[src/rtl/usb_pkg.sv]
// ---------------------------------------------------------------------------
// usb_pkg -- constants shared by the USB datapath blocks (data_buffer, usb_tx).
//
// USB_FIFO_DEPTH : byte capacity of the shared packet FIFO (power of two)
// USB_OCC_W      : width of an occupancy count, must hold 0..USB_FIFO_DEPTH
// USB_PTR_W      : width of a FIFO read/write pointer, wraps at depth-1 -> 0
// ---------------------------------------------------------------------------
package usb_pkg;

  localparam int unsigned USB_FIFO_DEPTH = 64;
  localparam int unsigned USB_OCC_W      = 7;
  localparam int unsigned USB_PTR_W      = 6;

endpackage

[src/rtl/data_buffer_fifo_ram.sv]
// ---------------------------------------------------------------------------
// fifo_ram -- storage array of the shared packet FIFO with one write port and
// one combinational (show-ahead) read port.
//
// Ports:
//   clk   : rising-edge clock for the write port
//   n_rst : asynchronous active-low reset, zeroes every byte of the array
//   we    : write enable, stores wdata at waddr on the rising edge
//   waddr : write address
//   wdata : byte to write
//   raddr : read address
//   rdata : array[raddr], combinational
// ---------------------------------------------------------------------------
module fifo_ram
  import usb_pkg::*;
#(
  parameter int unsigned DEPTH = USB_FIFO_DEPTH
) (
  input  logic                 clk,
  input  logic                 n_rst,
  input  logic                 we,
  input  logic [USB_PTR_W-1:0] waddr,
  input  logic [7:0]           wdata,
  input  logic [USB_PTR_W-1:0] raddr,
  output logic [7:0]           rdata
);

  logic [7:0] mem [DEPTH];

  // The whole array is cleared on reset so the head reads 8'h00 afterwards.
  always_ff @(posedge clk or negedge n_rst) begin
    if (!n_rst) begin
      for (int i = 0; i < int'(DEPTH); i++) begin
        mem[i] <= 8'h00;
      end
    end else if (we) begin
      mem[waddr] <= wdata;
    end
  end

  assign rdata = mem[raddr];

endmodule

[src/rtl/data_buffer.sv]
// ---------------------------------------------------------------------------
// data_buffer -- shared byte FIFO between the host (AHB) side and the USB
// side. Either side may push or pop; the head byte is presented show-ahead on
// both tx_packet_data and rx_data.
//
// Ports:
//   clk                  : system clock, rising edge
//   n_rst                : asynchronous active-low reset
//   store_tx_data        : push tx_data (host side)
//   tx_data              : byte for store_tx_data
//   store_rx_packet_data : push rx_packet_data (USB RX side), wins over tx
//   rx_packet_data       : byte for store_rx_packet_data
//   get_tx_packet_data   : pop request (usb_tx)
//   get_rx_data          : pop request (host)
//   clear, flush         : synchronous empty, override push/pop that cycle
//   tx_packet_data       : head byte
//   rx_data              : head byte (same value)
//   buffer_occupancy     : bytes stored, 0..DEPTH
//   buffer_error         : sticky misuse flag, only when DATA_BUFFER_ERR_EN
//
// Optional feature: define DATA_BUFFER_ERR_EN to add buffer_error.
//
// Push/pop semantics: a push or pop request is a single-cycle strobe sampled
// on the rising edge; there is no back-pressure. A pop while empty and a push
// while full (without a simultaneous pop) are silently dropped. When both
// push strobes are high, rx_packet_data is written and tx_data is dropped.
// When both pop strobes are high, exactly one byte is popped.
// ---------------------------------------------------------------------------
module data_buffer
  import usb_pkg::*;
#(
  parameter int unsigned DEPTH = USB_FIFO_DEPTH
) (
  input  logic                 clk,
  input  logic                 n_rst,
  input  logic                 store_tx_data,
  input  logic [7:0]           tx_data,
  input  logic                 store_rx_packet_data,
  input  logic [7:0]           rx_packet_data,
  input  logic                 get_tx_packet_data,
  input  logic                 get_rx_data,
  input  logic                 clear,
  input  logic                 flush,
  output logic [7:0]           tx_packet_data,
  output logic [7:0]           rx_data,
`ifdef DATA_BUFFER_ERR_EN
  output logic                 buffer_error,
`endif
  output logic [USB_OCC_W-1:0] buffer_occupancy
);

  logic [USB_PTR_W-1:0] rd_ptr;
  logic [USB_PTR_W-1:0] wr_ptr;
  logic [USB_OCC_W-1:0] occ;
  logic [7:0]           head;

  logic       push_req;
  logic       pop_req;
  logic [7:0] push_byte;
  logic       empty;
  logic       full;
  logic       do_pop;
  logic       do_push;
  logic       empty_req;

  assign push_req  = store_rx_packet_data | store_tx_data;
  assign pop_req   = get_tx_packet_data | get_rx_data;
  assign push_byte = store_rx_packet_data ? rx_packet_data : tx_data;
  assign empty_req = clear | flush;

  assign empty = (occ == '0);
  assign full  = (occ == USB_OCC_W'(DEPTH));

  // A push into a full buffer is accepted only when a pop frees a slot on the
  // same edge; push+pop on an empty buffer degenerates to push only.
  assign do_pop  = pop_req & ~empty;
  assign do_push = push_req & (~full | do_pop);

  fifo_ram #(
    .DEPTH (DEPTH)
  ) u_fifo_ram (
    .clk   (clk),
    .n_rst (n_rst),
    .we    (do_push & ~empty_req),
    .waddr (wr_ptr),
    .wdata (push_byte),
    .raddr (rd_ptr),
    .rdata (head)
  );

  always_ff @(posedge clk or negedge n_rst) begin
    if (!n_rst) begin
      rd_ptr <= '0;
      wr_ptr <= '0;
      occ    <= '0;
    end else if (empty_req) begin
      rd_ptr <= '0;
      wr_ptr <= '0;
      occ    <= '0;
    end else begin
      if (do_push) begin
        wr_ptr <= wr_ptr + 1'b1;
      end
      if (do_pop) begin
        rd_ptr <= rd_ptr + 1'b1;
      end
      if (do_push && !do_pop) begin
        occ <= occ + 1'b1;
      end else if (do_pop && !do_push) begin
        occ <= occ - 1'b1;
      end
    end
  end

`ifdef DATA_BUFFER_ERR_EN
  logic err_event;

  // Dropped push (full with no pop, or tx_data lost to rx) or ignored pop.
  assign err_event = (push_req & full & ~do_pop)
                   | (store_rx_packet_data & store_tx_data)
                   | (pop_req & empty);

  always_ff @(posedge clk or negedge n_rst) begin
    if (!n_rst) begin
      buffer_error <= 1'b0;
    end else if (empty_req) begin
      buffer_error <= 1'b0;
    end else if (err_event) begin
      buffer_error <= 1'b1;
    end
  end
`endif

  assign tx_packet_data   = head;
  assign rx_data          = head;
  assign buffer_occupancy = occ;

endmodule

[config.mk]
export PLATFORM = sky130hd
export DESIGN_NAME = data_buffer
export DESIGN_NICKNAME = d
export VERILOG_FILES = /design/src/rtl/usb_pkg.sv /design/src/rtl/data_buffer_fifo_ram.sv /design/src/rtl/data_buffer.sv
export SDC_FILE = /design/constraint.sdc
export NUM_CORES = 1
export LEC_CHECK = 0
export CAP_MARGIN = 5
export CORE_UTILIZATION = 53
export CTS_CLUSTER_DIAMETER = 50
export DETAILED_ROUTE_END_ITERATION = 10
export PLACE_DENSITY = 0.81
export RECOVER_POWER = 100
export SLEW_MARGIN = 5
export SYNTH_ARGS = -nofsm -noshare
export SYNTH_HDL_FRONTEND = slang
export SYNTH_HIERARCHICAL = 1
export SYNTH_SLANG_ARGS = --single-unit
[constraint.sdc]
create_clock -name clk -period 7.7 [get_ports clk]
set_clock_uncertainty 0.1 [all_clocks]
set_input_delay 1.54 -clock clk [delete_from_list [all_inputs] [get_ports clk]]
set_output_delay 1.54 -clock clk [all_outputs]
set_load 0.005 [all_outputs]
# Word level (Yosys, flattened, before mapping)
# Cells that the tools add are included.
# totals
register_bits	531
out_inout_bits	23
word_cells	110
# classes
addsub	4
n_lt_le_gt_ge	3
eq_ne	1
mux	14
bitwise	12
n_reduce_logical	9
# ops
operator	count
$bwmux W512	1
$bmux W8 S6	1
$demux W8 S6	1
$mux W8	4
$mux W6	4
$mux W7	3
$ge A7 B7 Y1 const B	2
$not A6 Y7	2
$add A6 B1 Y6 const B	2
$add A7 B1 Y7 const B	1
$eq A7 B7 Y1 const B	1
$logic_not A7 Y1	1
$lt A7 B1 Y1 const B	1
$sub A7 B1 Y7 const B	1
$or A1 B1 Y1	4
$reduce_bool A2 Y1	2
$and A1 B1 Y1	3
$logic_and A1 B1 Y1	3
$not A1 Y1	3
$reduce_bool A3 Y1	1
$logic_not A1 Y1	2

# Logic depth before layout (Yosys ltp)
# Gate-level depths: netlist of the first run.
# depth
depth_word	10
depth_mapped	10
depth_no_buf	9

# Cells and area by module
# The synthesis of the first run kept the hierarchy.
# by_module_without_submodules
mod	instances	cells_per_inst	area_each_um2	seq_area_each_um2
fifo_ram	1	1499	23596.4	12812.3
data_buffer	1	141	1422.6	475.5

# Worst setup path after synthesis of the first run
# OpenSTA, ideal clock, no wires.
# synth_path
path_kind	input-to-reg
startpoint	input store_rx_packet_data
endpoint	register u_fifo_ram/mem[448] (netlist bit)
setup_time_ns	0.125
t_arrival_ns	3.624
t_required_ns	7.475
path_slack_ns	3.851
cell_stages	10
path_cell_list	buf_2 > nor2_1 > a41oi_2 > and2_1 > buf_2 > nand2_1 > nor4_1 > and3_1 > buf_2 > mux2_2
# synth_via
elab_chain_len	3
# synth_rtl
item	line	rtl
start: declaration	data_buffer.sv:38	input logic store_rx_packet_data,
$or A1 B1 Y1	data_buffer.sv:66	assign push_req = store_rx_packet_data | store_tx_data;
$and A1 B1 Y1	data_buffer.sv:77	assign do_push = push_req & (~full | do_pop);
$and A1 B1 Y1	data_buffer.sv:84	.we (do_push & ~empty_req),
end signal: indexed assignment	data_buffer_fifo_ram.sv:37	mem[waddr] <= wdata;
end: declaration	data_buffer_fifo_ram.sv:28	logic [7:0] mem [DEPTH];
# Several ways; a longest one is shown, not always the timed one.
# A chain may end at the register's enable or synchronous reset.

# Final worst setup path of the first run
# layout_path
startpoint	register rd_ptr[0]
endpoint	output tx_packet_data[6]
# layout_via
elab_chain_len	4
# layout_rtl
item	line	rtl
start: declaration	data_buffer.sv:52	logic [USB_PTR_W-1:0] rd_ptr;
start signal: assignment	data_buffer.sv:105	rd_ptr <= rd_ptr + 1'b1;
$not A6 Y7 (not written as such)	data_buffer_fifo_ram.sv:41	assign rdata = mem[raddr];
$bmux W8 S6	data_buffer_fifo_ram.sv:41	
$mux W8 (not written as such) (2 in series)	data_buffer_fifo_ram.sv:41	
end: declaration	data_buffer.sv:44	output logic [7:0] tx_packet_data,
# Every way passes these cells. The select of a mux whose other input is x is not followed.

==> impl_results.md, run 1 <==
* Worst Path Buf+Inv at 2
* FFs w/ async S/R, synth at 100%
* Hold path start: u_fifo_ram/mem[11]$_DFFE_PN0P_
* Final Hold Viols at 0
* Most frequent CP cell: o21ai_0
* Syn Nets at 1674
* Status: finished with violations
* FF-to-FF path depth at 7
* Worst-case hold path end point: u_fifo_ram/mem[11]$_DFFE_PN0P_
* Post-Synthesis Cells at 1640
* Postcts setup bufs at 0
* Synth top area share at 53.1%
* Highest-delay cell along the critical path: dfrtp_2
* DRT Pass-1 Iters at 5
* Clk root buf: clkbuf_16
* Post-CTS sizing at 0
* Row cnt at just under 80
* Final core utilization at 59.0%
* Vias per cell at 6.30
* Synth area leaders: dfrtp_1, mux2_2, mux4_2, mux2_1, mux2i_1
* Logic pwr share at 12.0%
* Post-synthesis sequential area ratio at 53.1%
* Switch share at 24.7%
* Seq. cell area at roughly 13000 um^2
* Hold_buf cts at 0
* Min cycle time layout at between 6 and 7 ns
* Max Cap Violations at 6
* Setup TNS at 0 ns
* Psw at between 1.5 and 2 mW
* Synth Area in Simple Gates at about 3.8%
* WS Path Type: reg2out
* Tightest Pin Transition at 3.18 ns
* Crit path cell chain: buf_12 > mux4_2 > o21ai_0 > a21oi_1 > o21ai_0 > o31ai_1 > dlygate4sd3_1
* Reg2reg start: buffer_occupancy[0]$_DFFE_PN0P_
* Post-synthesis mux area share at between 30% and 40%
* First-pass GRT wire length at 89.6 mm
* Detailed Place HPWL at 34.5 mm
* Largest family of logic cells by synthesized area: multiplexers
* Area leader, netlist: dfrtp_1
* CP Max Fanout at 54
* Number of global-route vias before repair at 15434
* Flop-to-flop setup slack at 3.76 ns
* Area of the die at 48100 um^2
* Die width at approximately 220 um
* CP endpoint kind: output port
* Largest net degree at the start of global routing at ~170
* Worst path depth at 7
* DR iter-0 viols at 1320
* Max_slew headroom at -112%
* Area of the multi-input gates at 10900 um^2
* VDD IR max at 195 uV
* PwrDens at 234 nW/um^2
* Fin. max-slew vios at 428
* Seq cells post-synth at 531
* Internal power at 4.84 mW
* CTS tree: built
* Depth of the worst hold-timing path at 1
* Required time of the critical path at between 6 and 7 ns
* Filler Cells Inserted at 3462
* CP arrival at 4.87 ns
* Period Utilization, post-route at 84.6%
* Ys flop type: dfrtp_1
* Final net count at 1666
* Flop pwr share at 45.6%
* WL/cell at 24.7 um
* H-tree depth at 2
* Failing checks: capacitance limit, slew limit
* Post-route DRC at 0
* I/O Buffers at 46
* Starting Density at a little over half
* Adder-cell area share of the yosys netlist at less than 1%
* Compound-Gate Fraction of Synth Area at under 10%
* Worst Hold Class: reg2reg
* R2R Path End: u_fifo_ram/mem[485]$_DFFE_PN0P_
* Clock power frac at 42.4%
* Placed cell areas at approximately 26000 um^2
* Worst-skew pair later-pin latency at 0.58 ns
* # setup viols final at 0
* Post-synth EDFFs at 0
* ANT cells at 0
* Layout area overhead at 9.81%
* Syn Std Cell Area at 25000 um^2
* Vias at 14375
* Leakage power at 13.0 nW
* Achievable Freq at 154 MHz
* IO Pins at 47
* Mean area per synthesized cell at ~15 um^2
* Reg clk slew, reported paths at 0.06 ns
* CTS Sinks at 531
* Congestion Overflow GR at 0
* Die Y at 219 um
* Gr usage total at 24.4%
* Share of cells above drive strength 1 at 42.6%
* Core area at about 47000 um^2
* Critical path launch point type: flop
* Inserted Clock Buffers at 52
* Antenna Nets Post-Route at 0
* Final WL at 56.3 mm
* CP delay by family, top: flip-flops
* Fin area at 27500 um^2
* Post-Synth XOR/XNOR Area at 0.455%
* Netlist cell types at 64
* Initial antenna violation count at 0
* Synth warnings at 6
* Max stage delay on crit path at 1.52 ns
* RSZ-0062 raised after global routing: false
* CTS Buffer Depth at 3
* Final GP Congestion at 0.832
-- sequential cells by signal, summed over array words and instances (netlist names) --
register,cells
buffer_occupancy,7
wr_ptr,6
u_fifo_ram/mem,512
rd_ptr,6
-- cells by family after synthesis --
family / Yosys count
AO/OA/AOI/OAI: 77
adder cells (fa/ha/maj): 10
buffers and inverters: 132
AND/OR/NAND/NOR: 181
multiplexers: 696
XOR/XNOR: 13
flip-flops: 531
-- final cells by class --
type | instances | share of cell area, %
Clock buffer | 72 | 5.52
Clock inverter | 23 | 1.23
Inverter | 4 | 0.0547
Multi-Input combinational cell | 977 | 39.7
Sequential cell | 531 | 48.4
Tap cell | 607 | 2.76
Timing Repair Buffer | 66 | 2.30
-- power by group through the flow --
stage / combinational, mW / sequential (mW) / clock [mW]
after floorplan: 0.589 / 2.92 / 0
after global placement: 0.794 / 2.98 / 0
after detailed placement: 0.816 / 2.98 / 0
after CTS: 0.820 / 2.93 / 2.77
after global routing: 0.848 / 2.94 / 2.89
final: 0.775 / 2.93 / 2.73
-- synth_stat cells (4+ instances only) --
library cell / instances
nand2_1: 55
nor2_4: 4
nand3_1: 7
buf_4: 18
mux4_1: 9
clkbuf_1: 64
ha_1: 9
mux4_2: 123
nor3b_1: 4
buf_2: 27
and3_1: 6
inv_1: 4
nand4_1: 5
buf_1: 10
dfrtp_1: 531
nor2b_1: 7
o22ai_1: 8
nor2_2: 18
nand2b_1: 4
xnor2_1: 4
mux2i_1: 31
xor2_1: 9
o221ai_1: 6
nor2_1: 47
mux2_4: 6
a211oi_1: 7
o21ai_0: 6
mux2_1: 57
mux2_2: 470
o31ai_1: 7
buf_6: 8
o21ai_1: 9
a21oi_1: 18
-- routing by layer --
metal	vias up	global-route usage [%]	wire, um
li1	6068	-	-
met1	7721	34.6	24300
met2	472	37.7	26700
met3	114	4.80	3620
met4	0	8.47	1680
met5	-	0	0
-- cells in the final DEF, fill, tap and decap left out, types with 4 or more instances in the layout --
cell type,count
xnor2_1,4
nand2_1,56
o31ai_1,7
clkinv_2,9
mux2_2,470
dfrtp_1,527
clkdlybuf4s50_1,26
o22ai_1,8
mux2_1,61
nor3b_1,4
clkbuf_1,9
o21ai_0,11
bufinv_16,8
nand3_1,9
nand2b_1,4
nand4_1,6
a21oi_1,18
mux4_1,9
buf_4,13
mux2i_1,31
inv_1,4
clkbuf_16,53
nor2_1,69
and3_1,6
mux4_2,123
clkbuf_8,12
xor2_1,9
o221ai_1,6
nor2b_1,7
a31oi_1,4
a211oi_1,7
o21ai_1,5
ha_1,9
dlygate4sd3_1,19
-- worst max path at each step --
stage | endpoint | start
after CTS | tx_packet_data[1] | rd_ptr[0]$_DFFE_PN0P_
after detailed placement | u_fifo_ram/mem[451]$_DFFE_PN0P_ | store_rx_packet_data
after floorplan | u_fifo_ram/mem[448]$_DFFE_PN0P_ | store_rx_packet_data
final | tx_packet_data[6] | rd_ptr[0]$_DFFE_PN0P_
after global routing | tx_packet_data[6] | rd_ptr[0]$_DFFE_PN0P_
after global placement | u_fifo_ram/mem[448]$_DFFE_PN0P_ | store_rx_packet_data
-- through the flow --
| stage | std cells | hold slack (ns) | power (mW) | setup WS [ns] |
|---|---|---|---|---|
| after floorplan | 1640 | 0.352 | 3.51 | 3.85 |
| after global placement | 2185 | 0.362 | 3.78 | 2.25 |
| after detailed placement | 2185 | 0.373 | 3.80 | 2.16 |
| after CTS | 2280 | 0.387 | 6.53 | 1.82 |
| after global routing | 2280 | 0.399 | 6.68 | 0.927 |
| final | 2280 | 0.384 | 6.43 | 1.19 |
(Power assumes the default switching activity.)
==> inputs of run 2 (changes only) <==
==> constraint.sdc (replaced) <==
create_clock -name clk -period 6 [get_ports clk]
set_clock_uncertainty 0.1 [all_clocks]
set_input_delay 1.2 -clock clk [delete_from_list [all_inputs] [get_ports clk]]
set_output_delay 1.2 -clock clk [all_outputs]
set_load 0.005 [all_outputs]
==> impl_results.md, run 2 (same netlist as run 1, synthesis figures left out) <==
* PwrDens at 293 nW/um^2
* Period Utilization, post-route at 93.5%
* Highest-delay cell along the critical path: dfrtp_4
* WL/cell at 24.5 um
* Inserted Clock Buffers at 53
* Row cnt at 79
* Clk root buf: clkbuf_16
* Worst Slack Setup Final at just under 0.4 ns
* Reg clk slew, reported paths at 0.06 ns
* Layout area overhead at 9.85%
* Post-CTS sizing at 0
* R2R Path End: u_fifo_ram/mem[24]$_DFFE_PN0P_
* Max Cap Violations at 3
* Hold_buf cts at 0
* Gr usage total at 24.4%
* ANT cells at 0
* Post-place setup slack at 1.23 ns
* Tightest Pin Transition at between 2 and 3 ns
* Number of global-route vias before repair at 15279
* VDD IR max at 226 uV
* Max stage delay on crit path at 0.97 ns
* Final core utilization at 59.0%
* Wire length on met3 at 3.53 mm
* Filler Cells Inserted at around 3400
* Commonest cells after routing, fill and taps aside: dfrtp_1, mux2_2, mux4_2
* CP arrival at 4.31 ns
* Commonest non-fill, non-tap cell in the layout: dfrtp_1
* Final GP Congestion at 0.834
* H-tree depth at 2
* Flop-to-flop setup slack at about 2.1 ns
* Setup TNS at 0 ns
* Depth of the worst hold-timing path at 1
* Met1 wire length at 24.4 mm
* Hold Slack at 0.382 ns
* DR iter-0 viols at about 1100
* Core area at between 40000 and 50000 um^2
* Starting Density at 53.7%
* Congestion Overflow GR at 0
* Min cycle time layout at 5.61 ns
* CTS Sinks at between 500 and 600
* DRT Pass-1 Iters at 5
* Fin. max-slew vios at roughly 270
* Area of the die at just under 50000 um^2
* Achievable Freq at 178 MHz
* Initial antenna violation count at 0
* Crit path cell chain: clkbuf_2 > mux4_2 > o21ai_0 > a21oi_1 > o21ai_0 > o31ai_1 > clkdlybuf4s50_1
* CP Max Fanout at 41
* Final net count at 1678
* Max reg flops at 512
* WS Path Type: reg2out
* Vias at 14375
* Crit path to: tx_packet_data[3]
* # setup viols final at 0
* IO Pins at 47
* Most flop-heavy register: u_fifo_ram/mem
* Status: finished with violations
* Die width at 219 um
* CTS Buffer Depth at 3
* First-pass GRT wire length at 89.2 mm
* RSZ-0062 raised after global routing: false
* Share of cells above drive strength 1 at 42.6%
* Detailed Place HPWL at 35.3 mm
* Most frequent CP cell: o21ai_0
* Antenna Nets Post-Route at 0
* Fin area at 27500 um^2
* Required time of the critical path at 4.70 ns
* Fin cells at 2290
* I/O Buffers at 46
* Leakage power at about 13 nW
* Total Power at between 8 and 9 mW
* Final WL at 56.1 mm
* FF-to-FF path depth at 7
* CTS tree: built
* Postcts setup bufs at 0
* Critical path launch point type: flop
* Max_slew headroom at -94.9%
* CP endpoint kind: output port
* Vias per cell at 6.28
* Post-route DRC at 0
* Largest net degree at the start of global routing at 121
* Wire length on met2 at ~27 mm
* Die Y at roughly 220 um
* Worst Hold Class: reg2reg
* Worst-skew pair later-pin latency at 0.59 ns
* Reg2reg start: buffer_occupancy[0]$_DFFE_PN0P_
* Placed cells at 2196
* Final Hold Viols at 0
* Failing checks: capacitance limit, slew limit
* Top sig layer: met4
* Critical Path Source: rd_ptr[0]$_DFFE_PN0P_
* Placed cell areas at 25900 um^2
[run 2: changes by cell type in the layout (fill, tap and decap cells not counted), moves of 3 or more]
cell	delta
o21ai_0	-3
clkbuf_1	+5
o21ai_1	+3
buf_4	+7
bufinv_16	-5
buf_12	+3
[run 2: worst min-delay path by stage]
stage	startpoint	end	slack (ns)
detailed placement	u_fifo_ram/mem[331]$_DFFE_PN0P_	u_fifo_ram/mem[331]$_DFFE_PN0P_	0.37
CTS	u_fifo_ram/mem[331]$_DFFE_PN0P_	u_fifo_ram/mem[331]$_DFFE_PN0P_	0.39
global route	u_fifo_ram/mem[30]$_DFFE_PN0P_	u_fifo_ram/mem[30]$_DFFE_PN0P_	0.40
finish	u_fifo_ram/mem[452]$_DFFE_PN0P_	u_fifo_ram/mem[452]$_DFFE_PN0P_	0.38
floorplan	u_fifo_ram/mem[18]$_DFFE_PN0P_	u_fifo_ram/mem[18]$_DFFE_PN0P_	0.35
global placement	u_fifo_ram/mem[353]$_DFFE_PN0P_	u_fifo_ram/mem[353]$_DFFE_PN0P_	0.36
[run 2: final cells by class]
class / instances / area, um^2 / share of cell area [%]
Sequential cell: 531 / 13300 / 48.4
Multi-Input combinational cell: 977 / 10900 / 39.8
Clock buffer: 76 / 1560 / 5.66
Tap cell: 607 / 759 / 2.76
Timing Repair Buffer: 77 / 749 / 2.73
Clock inverter: 18 / 178 / 0.646
Inverter: 4 / 15.0 / 0.0546
[run 2: critical path, delay by kind of cell (launching register included)]
kind | cells | cell delay [ns]
buf+inv | 2 | 1.18
mux | 1 | 0.59
flops | 1 | 0.97
compound gates | 4 | 0.95
[run 2: report_power, final]
part | internal (mW) | switching (mW) | leakage (nW)
Sequential | 3.65 | 0.106 | 7.37
Clock | 1.92 | 1.36 | 0.857
Combinational | 0.465 | 0.559 | 4.83
[run 2: routing by layer]
layer / vias up / global-route usage [%]
li1: 6096 / -
met1: 7739 / 34.3
met2: 441 / 38.4
met3: 99 / 5.27
met4: 0 / 6.99
met5: - / 0
